File: src/rtl/spi_master_seq.sv
// Host-to-SPI transaction sequencer: each request becomes an address frame and a data frame.
// A read data frame is followed by an 8-bit MISO capture; the result goes back with a one-cycle pulse.
//
// state | meaning
// IDLE  | waiting for a request, req_ready high
// LEAD  | SS_n low, MOSI 0
// SEL   | MOSI carries the write/read select bit (frame[9])
// SHIFT | frame[9:0] shifted out MSB first, counter 0..9
// RWAIT | read data frame only: turnaround before capture
// RCAP  | read data frame only: 8 MISO samples, MSB first
// GAP   | SS_n high between frames and after a transaction
module spi_master_seq #(
    parameter int GAP_CYCLES = 2,
    parameter int RD_WAIT    = 2
) (
    input  logic       clk,
    input  logic       rst,
    input  logic       req_valid,
    output logic       req_ready,
    input  logic       req_rw,
    input  logic [7:0] req_addr,
    input  logic [7:0] req_wdata,
    output logic       rsp_valid,
    output logic [7:0] rsp_rdata,
    output logic       busy,
    output logic       SS_n,
    output logic       MOSI,
    input  logic       MISO
);

    typedef enum logic [2:0] {
        S_IDLE, S_LEAD, S_SEL, S_SHIFT, S_RWAIT, S_RCAP, S_GAP
    } state_t;

    localparam logic [3:0] GAP_LAST   = 4'(GAP_CYCLES - 1);
    localparam logic [3:0] RWAIT_LAST = 4'((RD_WAIT > 0) ? RD_WAIT - 1 : 0);

    state_t     r_state;
    state_t     w_state_nxt;
    logic [3:0] r_cnt;
    logic [3:0] w_cnt_nxt;
    logic       r_f1;
    logic       r_rw;
    logic [7:0] r_addr;
    logic [7:0] r_wdata;
    logic [6:0] r_shift;
    logic       r_ss_n;
    logic       r_mosi;
    logic       r_ready;
    logic       r_busy;
    logic       r_rsp_valid;
    logic [7:0] r_rsp_rdata;
    logic [9:0] w_frame;
    logic       w_mosi_nxt;
    logic       w_accept;
    logic       w_cap_last;

    assign w_accept   = (r_state == S_IDLE) && req_valid;
    assign w_cap_last = (r_state == S_RCAP) && (r_cnt == 4'd7);

    // Frame is only consumed from SEL onward, when the latched fields and r_f1 are stable.
    always_comb begin
        w_frame = {2'b00, r_addr};
        if (r_rw) begin
            w_frame = r_f1 ? {2'b11, 8'h00} : {2'b10, r_addr};
        end else if (r_f1) begin
            w_frame = {2'b01, r_wdata};
        end
    end

    always_ff @(posedge clk or posedge rst) begin
        if (rst) begin
            r_state <= S_IDLE;
            r_cnt   <= 4'd0;
        end else begin
            r_state <= w_state_nxt;
            r_cnt   <= w_cnt_nxt;
        end
    end

    always_comb begin
        w_state_nxt = r_state;
        w_cnt_nxt   = r_cnt + 4'd1;
        w_mosi_nxt  = 1'b0;
        case (r_state)
            S_IDLE: begin
                w_cnt_nxt = 4'd0;
                if (req_valid) w_state_nxt = S_LEAD;
            end
            S_LEAD: begin
                w_cnt_nxt   = 4'd0;
                w_state_nxt = S_SEL;
            end
            S_SEL: begin
                w_cnt_nxt   = 4'd0;
                w_state_nxt = S_SHIFT;
            end
            S_SHIFT: begin
                if (r_cnt == 4'd9) begin
                    w_cnt_nxt = 4'd0;
                    if (r_f1 && r_rw) w_state_nxt = (RD_WAIT > 0) ? S_RWAIT : S_RCAP;
                    else              w_state_nxt = S_GAP;
                end
            end
            S_RWAIT: begin
                if (r_cnt == RWAIT_LAST) begin
                    w_cnt_nxt   = 4'd0;
                    w_state_nxt = S_RCAP;
                end
            end
            S_RCAP: begin
                if (r_cnt == 4'd7) begin
                    w_cnt_nxt   = 4'd0;
                    w_state_nxt = S_GAP;
                end
            end
            S_GAP: begin
                if (r_cnt == GAP_LAST) begin
                    w_cnt_nxt   = 4'd0;
                    w_state_nxt = r_f1 ? S_IDLE : S_LEAD;
                end
            end
            default: begin
                w_cnt_nxt   = 4'd0;
                w_state_nxt = S_IDLE;
            end
        endcase
        if (w_state_nxt == S_SEL)        w_mosi_nxt = w_frame[9];
        else if (w_state_nxt == S_SHIFT) w_mosi_nxt = w_frame[4'd9 - w_cnt_nxt];
    end

    // Outputs are registered from the next state so they line up with the state they describe.
    always_ff @(posedge clk or posedge rst) begin
        if (rst) begin
            r_f1        <= 1'b0;
            r_rw        <= 1'b0;
            r_addr      <= 8'h00;
            r_wdata     <= 8'h00;
            r_shift     <= 7'h00;
            r_ss_n      <= 1'b1;
            r_mosi      <= 1'b0;
            r_ready     <= 1'b1;
            r_busy      <= 1'b0;
            r_rsp_valid <= 1'b0;
            r_rsp_rdata <= 8'h00;
        end else begin
            if (w_accept) begin
                r_rw    <= req_rw;
                r_addr  <= req_addr;
                r_wdata <= req_wdata;
                r_f1    <= 1'b0;
            end else if (r_state == S_GAP && w_state_nxt == S_LEAD) begin
                r_f1 <= 1'b1;
            end
            if (r_state == S_RCAP) r_shift <= {r_shift[5:0], MISO};
            r_rsp_valid <= w_cap_last;
            if (w_cap_last) r_rsp_rdata <= {r_shift, MISO};
            r_ss_n  <= (w_state_nxt == S_IDLE) || (w_state_nxt == S_GAP);
            r_mosi  <= w_mosi_nxt;
            r_ready <= (w_state_nxt == S_IDLE);
            r_busy  <= (w_state_nxt != S_IDLE);
        end
    end

    assign req_ready = r_ready;
    assign busy      = r_busy;
    assign SS_n      = r_ss_n;
    assign MOSI      = r_mosi;
    assign rsp_valid = r_rsp_valid;
    assign rsp_rdata = r_rsp_rdata;

endmodule
File: config.mk
export PLATFORM = sky130hd
export DESIGN_NAME = spi_master_seq
export DESIGN_NICKNAME = d
export VERILOG_FILES = /design/src/rtl/spi_master_seq.sv
export SDC_FILE = /design/constraint.sdc
export NUM_CORES = 1
export LEC_CHECK = 0
export ABC_AREA = 0
export BUFFER_PORTS_ARGS = -buffer_cell sky130_fd_sc_hd__buf_2
export CORE_MARGIN = 1.5
export CORE_UTILIZATION = 59
export CTS_BUF_LIST = sky130_fd_sc_hd__clkbuf_8 sky130_fd_sc_hd__clkbuf_16
export DETAILED_ROUTE_END_ITERATION = 8
export PLACE_DENSITY = 0.82
export SETUP_SLACK_MARGIN = 0.4
export SKIP_CTS_REPAIR_TIMING = 1
export SLEW_MARGIN = 20
export SYNTH_ARGS = -nofsm -noshare
export SYNTH_HDL_FRONTEND = slang
export SYNTH_SLANG_ARGS = --single-unit
export TNS_END_PERCENT = 1
File: constraint.sdc
create_clock -name clk -period 3.7 [get_ports clk]
set_input_delay 0.74 -clock clk [delete_from_list [all_inputs] [get_ports clk]]
set_output_delay 0.74 -clock clk [all_outputs]
set_load 0.01 [all_outputs]
### Word-level counts from Yosys, hierarchy flattened

Cells that the tools add are included.

| word-level totals | value |
|---|---|
| bits in registers | 45 |
| output and inout port bits | 13 |
| word-level logic and storage cells | 60 |

| cells by class | value |
|---|---|
| add/sub/neg operators | 2 |
| magnitude comparators | 1 |
| equal/unequal tests | 13 |
| mux-type cells | 21 |
| reduce and logical (&&, ||, !) cells | 10 |

Operators with widths:

| operator | count |
|---|---|
| case mux 3 bit (7 select lines) | 1 |
| 2-to-1 mux 9 bit | 2 |
| 2-to-1 mux 3 bit | 5 |
| equality test 3 x 2 -> 1 bit, second input constant | 4 |
| equality test 3 bit, second input constant | 4 |
| 2-to-1 mux 4 bit | 3 |
| case mux 4 bit (3 select lines) | 1 |
| 2-to-1 mux 10 bit | 1 |
| equality test 3 x 1 -> 1 bit, second input constant | 2 |
| logical NOT 3 bit | 2 |
| 2-to-1 mux 1 bit | 6 |
| less-than comparator 4 x 5 -> 1 bit, second input constant | 1 |
| adder 4 x 1 -> 4 bit, second input constant | 1 |
| binary-select mux 1 bit (select 4 bit) | 1 |
| equality test 4 x 1 -> 1 bit, second input constant | 1 |
| equality test 4 x 3 -> 1 bit, second input constant | 1 |
| equality test 4 bit, second input constant | 1 |
| logical AND 1 bit | 4 |
| subtractor 4 bit, first input constant | 1 |
| nonzero test 3 bit | 1 |
| 2-to-1 mux 2 bit | 1 |
| nonzero test 2 bit | 1 |
| OR reduction 2 bit | 1 |
| logical OR 1 bit | 1 |

### Longest topological paths before layout

Gate-level depths: netlist of the first run.

| depth | value |
|---|---|
| depth after elaboration | 8 |
| mapped depth | 12 |

### Worst setup path after synthesis of the first run

No wires, ideal clock.

| timing | value |
|---|---|
| kind | register to register |
| from | reg r_cnt[0] |
| to | reg r_mosi, in the netlist MOSI |
| library setup time | 95 ps |
| arrival time | 2250 ps |
| setup slack | 1355 ps |
| stages on the path, launching flop included | 11 |
| buffers on the path | 1 |
| cell sequence | dfrtp_1 ha_1 and3b_1 o32a_1 buf_6 a21oi_2 inv_1 ha_1 a311oi_2 o22ai_1 o31ai_1 |

| between the ends | value |
|---|---|
| longest elaborated chain between the ends | 8 |
| elaborated cells on any way between the ends | 20 |
| classes of those cells | 2 x add/sub; 5 x eq/ne; 13 x mux |

Ends and longest elaborated chain:

| item | RTL line | text |
|---|---|---|
| from (decl) | 40 | `logic [3:0] r_cnt;` |
| from (signal assigned) | 77 | `r_cnt <= w_cnt_nxt;` |
| adder 4 x 1 -> 4 bit (tied with other cells) | 83 | `w_cnt_nxt = r_cnt + 4'd1;` |
| 2-to-1 mux 4 bit (on tied branches) | -- |  |
| case mux 4 bit (3 select lines) (*) | 85 | `case (r_state)` |
| via w_cnt_nxt[1] | 41 | `logic [3:0] w_cnt_nxt;` |
| subtractor 4 bit (*) | 129 | `else if (w_state_nxt == S_SHIFT) w_mosi_nxt = w_frame[4'd9 - w_cnt_nxt];` |
| binary-select mux 1 bit (select 4 bit) (*) | 129 |  |
| 2-to-1 mux 1 bit (implied by the code) (*) | 129 |  |
| 2-to-1 mux 1 bit (*) | 129 |  |
| 2-to-1 mux 1 bit (*) | 128 | `if (w_state_nxt == S_SEL) w_mosi_nxt = w_frame[9];` |
| via w_mosi_nxt | 54 | `logic w_mosi_nxt;` |
| to (signal assigned) | 159 | `r_mosi <= w_mosi_nxt;` |
| to (decl) | 48 | `logic r_mosi;` |

The timed path passes the listed nets; every way through them passes the cells marked *. The select of a mux whose other input is x is not followed.
A chain may end at the register's enable or synchronous reset.

### Worst setup path after layout of the first run

| timing | value |
|---|---|
| from | reg r_state[0] |
| to | reg r_mosi, in the netlist MOSI |

| between the ends | value |
|---|---|
| longest elaborated chain between the ends | 8 |
| elaborated cells on any way between the ends | 22 |
| classes of those cells | 1 x add/sub; 8 x eq/ne; 11 x mux; 2 x reduce/logical |

Ends and longest elaborated chain:

| item | RTL line | text |
|---|---|---|
| from (decl) | 38 | `state_t r_state;` |
| from (signal assigned) | 76 | `r_state <= w_state_nxt;` |
| equality test 3 bit | 85 |  |
| OR reduction 2 bit (no line) | -- |  |
| case mux 4 bit (3 select lines) (*) | 85 |  |
| via w_cnt_nxt[1] | 41 |  |
| subtractor 4 bit (*) | 129 |  |
| binary-select mux 1 bit (select 4 bit) (*) | 129 |  |
| 2-to-1 mux 1 bit (implied by the code) (*) | 129 |  |
| 2-to-1 mux 1 bit (*) | 129 |  |
| 2-to-1 mux 1 bit (*) | 128 |  |
| via w_mosi_nxt | 54 |  |

Marks and branches as above.

==> results.json, run 1 <==
{
  "status": "finished, final reports clean",
  "ys_warn_count": 0,
  "finalNetCount": 255,
  "vias": 1594,
  "drtPass1Iterations": 4,
  "cap_violations": 0,
  "leakagePower_nw": 1.22,
  "areaGrowthSynthToFinish_pct": 13.2,
  "die_h_um": 63.9,
  "grt_first_pass_wirelength_um": 6930,
  "seq_area_um2": 1130,
  "busiest_layer": "met2",
  "ys_seq_elements": 45,
  "start_util_pct": 63.6,
  "num_antenna_cells": 0,
  "clock_latency_ns": 0.29,
  "crit_arrival_ns": 2.88,
  "setup_slack_ns": 0.972,
  "numCtsBuffers": 5,
  "rsz0062_at_grt": "false",
  "synthesis.area_um2": 2190,
  "cp_max_fo": 15,
  "cts_tree": "done",
  "synth_ff_type": "dfrtp_1",
  "routed_via_density": 5.73,
  "ctsLongestPathBuffers": 2,
  "path_cells": "and3b_1 -> nand2_1 -> a21oi_2 -> inv_1 -> ha_1 -> inv_1 -> a2111oi_0 -> o31ai_1",
  "multi_input_area_um2": 967,
  "timing.critical_path.buf_inv": 2,
  "endpoint_kind": "flop",
  "finalCritPeriodShare_pct": 73.7,
  "p_per_area_nw_per_um2": 746,
  "dieArea_um2": 4090,
  "path_class": "flop to flop",
  "hold_class": "flop to flop",
  "num-fill-cells": 257,
  "fmax_mhz": 367,
  "preCtsSetupSlack_ns": 1.07,
  "slowest_stage": "dfrtp_1",
  "synthArstFlopShare_pct": 100,
  "dpl.hpwl_um": 2910,
  "finClkSkew_ns": 0.00626,
  "drv_slew": 0,
  "grt_pass1_vias": 1526,
  "critPathTopFamily": "compound AO/OA/AOI/OAI gates",
  "grtUsageMet2_pct": 34.4,
  "row_count": 21,
  "layout_min_cycle_time_ns": 2.73,
  "die_w_um": 63.9,
  "post_drt_wl_per_cell_um": 14.6,
  "synth_edf_count": 0,
  "netlist_instances": 198,
  "gp_congestion": 0.901,
  "cts-root-buf": "clkbuf_8",
  "coreArea_um2": 3440,
  "drtIter0Drc": 120,
  "hold_viol": 0,
  "peakVddDrop_mv": 0.473,
  "clkTransAtPathRegs_ns": 0.08,
  "drcViolationCount": 0,
  "ant_nets": 0,
  "antenna_found_initial": 0,
  "synth_cell_types": 46,
  "crit_path_max_incr_delay_ns": 0.60,
  "syn_area_per_cell_um2": 11.1,
  "critical_path.startpoint_type": "flop",
  "port_buffers": 33,
  "ys_seq_area_share_pct": 51.5,
  "use_met3_pct": 4.93,
  "drive_gt1_share_pct": 32.3,
  "cpMostUsedCell": "inv_1",
  "worst_slew_pin_slew_ns": 0.545,
  "ios": 34,
  "worstPathRequired_ns": 3.85,
  "clock-sinks": 45,
  "relSlewSlack_pct": 63.7,
  "gr-total-overflow": 0,
  "grt_max_degree": 46,
  "tns_ns": 0,
  "drt_wl_total_um": 4070,
  "htreeDepth": 2,
  "setup_viol_count_final": 0,
  "gr-usage-all-layers_pct": 21.9,
  "use_met1_pct": 30.4,
  "syn_nets": 222
}
==> where the power goes <==
part | switching [W] | internal [W] | total [W] | leakage, nW
Combinational | 0.000410 | 0.000363 | 0.000773 | 0.605
Sequential | 0.000124 | 0.000623 | 0.000747 | 0.564
Clock | 0.000157 | 0.000172 | 0.000329 | 0.0549
Total | 0.000691 | 0.00116 | 0.00185 | 1.22
==> worst reg2reg max path, cell delays in order (launching register included) <==
cell	delay, ns
dfrtp_1	0.60
and3b_1	0.41
nand2_1	0.29
a21oi_2	0.29
inv_1	0.07
ha_1	0.35
inv_1	0.06
a2111oi_0	0.37
o31ai_1	0.15
==> layer usage <==
layer	up-vias	wire length, um
li1	768	-
met1	782	1940
met2	36	1900
met3	8	166
met4	0	66
met5	-	0
==> Yosys cell counts (all sizes together), types with 2 or more instances <==
cell type  number  area [um2]
xor2            2        17.5
a221o           2        20.0
dfstp           2        52.6
a22oi           3        22.5
ha              3        37.5
nor2b           5        31.3
a21o            2        15.0
a2111oi         2        17.5
buf             7        52.5
nand2b          2        12.5
or3             2        12.5
nand3          11        55.1
inv            11        41.3
a211oi          2        15.0
nor2            7        33.8
dfrtp          43        1080
o21ai           4        20.0
mux2           24         270
clkbuf          2        7.51
a22o            2        17.5
and3b           3        26.3
nand2          30         113
nand3b          3        26.3
a21oi           6        33.8
mux2i           2        20.0
==> stage by stage <==
step	util, %	instances	cell area [um2]	hold WS [ns]	power, W
3_3_place_gp	69.0	270	2370	0.461	0.00147
4_1_cts	72.0	278	2480	0.504	0.00185
5_1_grt	72.0	278	2480	0.524	0.00198
6_report	72.0	278	2480	0.499	0.00185
3_5_place_dp	69.0	270	2370	0.483	0.00151
2_1_floorplan	-	198	2190	0.440	0.00136
==> cell usage in the layout (no fill, tap or decap), types with 3 or more instances in the layout <==
cell	Yosys	layout
clkbuf_8	0	7
nand3_1	11	11
nand2_1	30	30
a21oi_1	5	5
inv_1	11	10
a22oi_1	3	3
dfrtp_1	43	43
nor2b_1	5	5
ha_1	3	3
buf_2	3	33
mux2_2	24	24
and3b_1	3	3
o21ai_0	4	4
nor2_1	6	6
==> kinds of logic (layout without fill, tap and decap cells) <==
group | count (synthesis) | count (layout) | share of synthesized area, %
adder cells (fa/ha/maj) | 3 | 3 | 1.71
buffers and inverters | 20 | 54 | 4.63
AND/OR/NAND/NOR | 68 | 68 | 16.0
XOR/XNOR | 3 | 3 | 1.20
AO/OA/AOI/OAI | 33 | 33 | 11.7
flip-flops | 45 | 45 | 51.5
multiplexers | 26 | 26 | 13.2
==> final cells by class <==
class                           instances  share of cell area (%)
Sequential cell                        45                    45.5
Multi-Input combinational cell        133                    39.0
Timing Repair Buffer                   35                    7.27
Clock buffer                            7                    3.88
Tap cell                               46                    2.32
Inverter                               11                    1.66
Clock inverter                          1                   0.353
==> state kept, by name, indices dropped and copies added, names as in the netlist, 3 cells and up <==
register / flops
r_addr: 8
r_wdata: 8
rsp_rdata: 8
r_shift: 7
r_cnt: 4
r_state: 3
==> worst paths after layout <==
| kind | start | slack, ns | to | depth (start not counted) |
|---|---|---|---|---|
| max | r_state[0] | 0.97 | MOSI | 8 |
| min | r_shift[2] | 0.50 | r_shift[3] | 2 |
| max reg2reg | r_state[0] | 0.97 | MOSI | 8 |
| min reg2reg | r_shift[2] | 0.50 | r_shift[3] | 2 |
| max in group asynchronous | rst | 2.75 | req_ready | 3 |
| min in group asynchronous | rst | 0.56 | r_addr[3] | 3 |
(Power assumes the default switching activity.)
==> inputs of run 2 (changes only) <==
Settings changed: CORE_UTILIZATION 59 to 56, PLACE_DENSITY 0.82 to 0.79.
Clock period 3.7 ns to 2.6 ns, I/O delays scaled along.
==> results.json, run 2 (synthesis results as in run 1) <==
{
  "gp_congestion": 0.803,
  "routed_via_density": 5.62,
  "grt_pass1_vias": 1576,
  "critical_path.startpoint_type": "flop",
  "postLayoutCellArea_um2": 2620,
  "ant_nets": 0,
  "cap_violations": 0,
  "switching_share_pct": 35.4,
  "finClkSkew_ns": 0.00421,
  "cp_max_fo": 6,
  "status": "finished, final reports clean",
  "relSlewSlack_pct": 44.2,
  "drtIter0Drc": 116,
  "grt_first_pass_wirelength_um": 7050,
  "ctsLongestPathBuffers": 2,
  "tns_ns": 0,
  "drt_wl_total_um": 4180,
  "die_w_um": 65.5,
  "clock-sinks": 45,
  "rr_worst_depth": 11,
  "path_class": "flop to flop",
  "endpoint_kind": "flop",
  "cts_tree": "done",
  "antenna_found_initial": 0,
  "grtUsageMet2_pct": 36.4,
  "port_buffers": 33,
  "peakVddDrop_mv": 0.745,
  "leakagePower_nw": 1.28,
  "p_switching_w": 0.00106,
  "num-fill-cells": 288,
  "vias": 1606,
  "r2r_slack_ns": 0.31,
  "grt_max_degree": 26,
  "hold_viol": 0,
  "final_common_cell": "dfrtp_1",
  "layout_min_cycle_time_ns": 2.29,
  "ios": 34,
  "p_per_area_nw_per_um2": 1140,
  "multi_input_area_um2": 1020,
  "combinationalPowerShare_pct": 43.4,
  "areaGrowthSynthToFinish_pct": 19.4,
  "coreArea_um2": 3720,
  "clock_latency_ns": 0.30,
  "clkTransAtPathRegs_ns": 0.08,
  "htreeDepth": 2,
  "power.total_w": 0.00299,
  "r2r-end": "MOSI",
  "crit_arrival_ns": 2.50,
  "use_met3_pct": 4.97,
  "gr-total-overflow": 0,
  "dpl.hpwl_um": 2910,
  "dpl_cell_area_um2": 2420,
  "r2r_start": "r_cnt[1]",
  "drive_gt1_share_pct": 38.2,
  "numCtsBuffers": 5,
  "setup_viol_count_final": 0,
  "worst_slew_pin_slew_ns": 0.832,
  "hold_class": "primary input to asynchronous set/reset pin",
  "drv_slew": 0,
  "rsz0062_at_grt": "true",
  "drtPass1Iterations": 4,
  "use_met1_pct": 27.7,
  "num_antenna_cells": 0,
  "drcViolationCount": 0,
  "finalCritPeriodShare_pct": 88.1,
  "post_drt_wl_per_cell_um": 14.6,
  "fmax_mhz": 437,
  "row_count": 22,
  "power_frac_seq_pct": 36.0,
  "dieArea_um2": 4300,
  "worstPathRequired_ns": 2.81,
  "seq_area_um2": 1130,
  "p_int_w": 0.00194,
  "cts-root-buf": "clkbuf_8",
  "gr-usage-all-layers_pct": 21.9,
  "busiest_layer": "met2",
  "final_cell_mix": "dfrtp_1 (40), buf_2 (33), nand2_1 (30), mux2_2 (24), nand3_1 (11)",
  "start_util_pct": 59.0,
  "die_h_um": 65.5,
  "finalNetCount": 261,
  "pwr-share-clk_pct": 20.5
}
## run 2: worst max path at each step
stage | startpoint | endpoint | cells after the start
2_1_floorplan | r_cnt[0] | MOSI | 11
3_3_place_gp | r_cnt[1] | MOSI | 10
3_5_place_dp | r_cnt[1] | MOSI | 10
4_1_cts | r_cnt[1] | MOSI | 8
5_1_grt | r_cnt[1] | MOSI | 11
6_report | r_cnt[1] | MOSI | 11
## run 2: per-stage QoR
step                std cells  hold slack, ns  util (%)  setup slack (ns)
floorplan                 198           0.440         -             0.403
global placement          275           0.458      65.2             0.189
detailed placement        275           0.460      65.2            0.0640
CTS                       283           0.293      68.8          0.000869
global route              286           0.324      70.4             0.113
finish                    286           0.272      70.4             0.310
## run 2: area by class of cell
class | count | area share (%)
clock inverter | 3 | 2.49
clock buffer | 5 | 2.63
sequential | 45 | 43.3
multi-input combinational | 133 | 39.1
tap | 48 | 2.30
inverter | 11 | 1.58
timing repair buffer | 41 | 8.61
## run 2: power groups by stage
stage | Combinational (W) | Sequential [W] | Clock (W)
finish | 0.00130 | 0.00108 | 0.000615
global route | 0.00147 | 0.00111 | 0.000650
CTS | 0.00117 | 0.00106 | 0.000627
detailed placement | 0.00116 | 0.00107 | 0
global placement | 0.00112 | 0.00107 | 0
floorplan | 0.00102 | 0.000991 | 0
## run 2: routing by layer
metal  vias up  wire [um]
met5         -          0
met4         0         69
met3         9        211
met2        44       2100
met1       779       1800
li1        774          -
## run 2: critical path, cell delays in order (launching register included)
cell and delay, ns:
dfrtp_1 0.40, inv_2 0.07, ha_4 0.16, and3b_1 0.16
o32a_4 0.40, a21oi_4 0.20, inv_2 0.06, ha_4 0.28
nor2b_1 0.04, mux2i_1 0.13, o22ai_1 0.11, o31ai_1 0.19
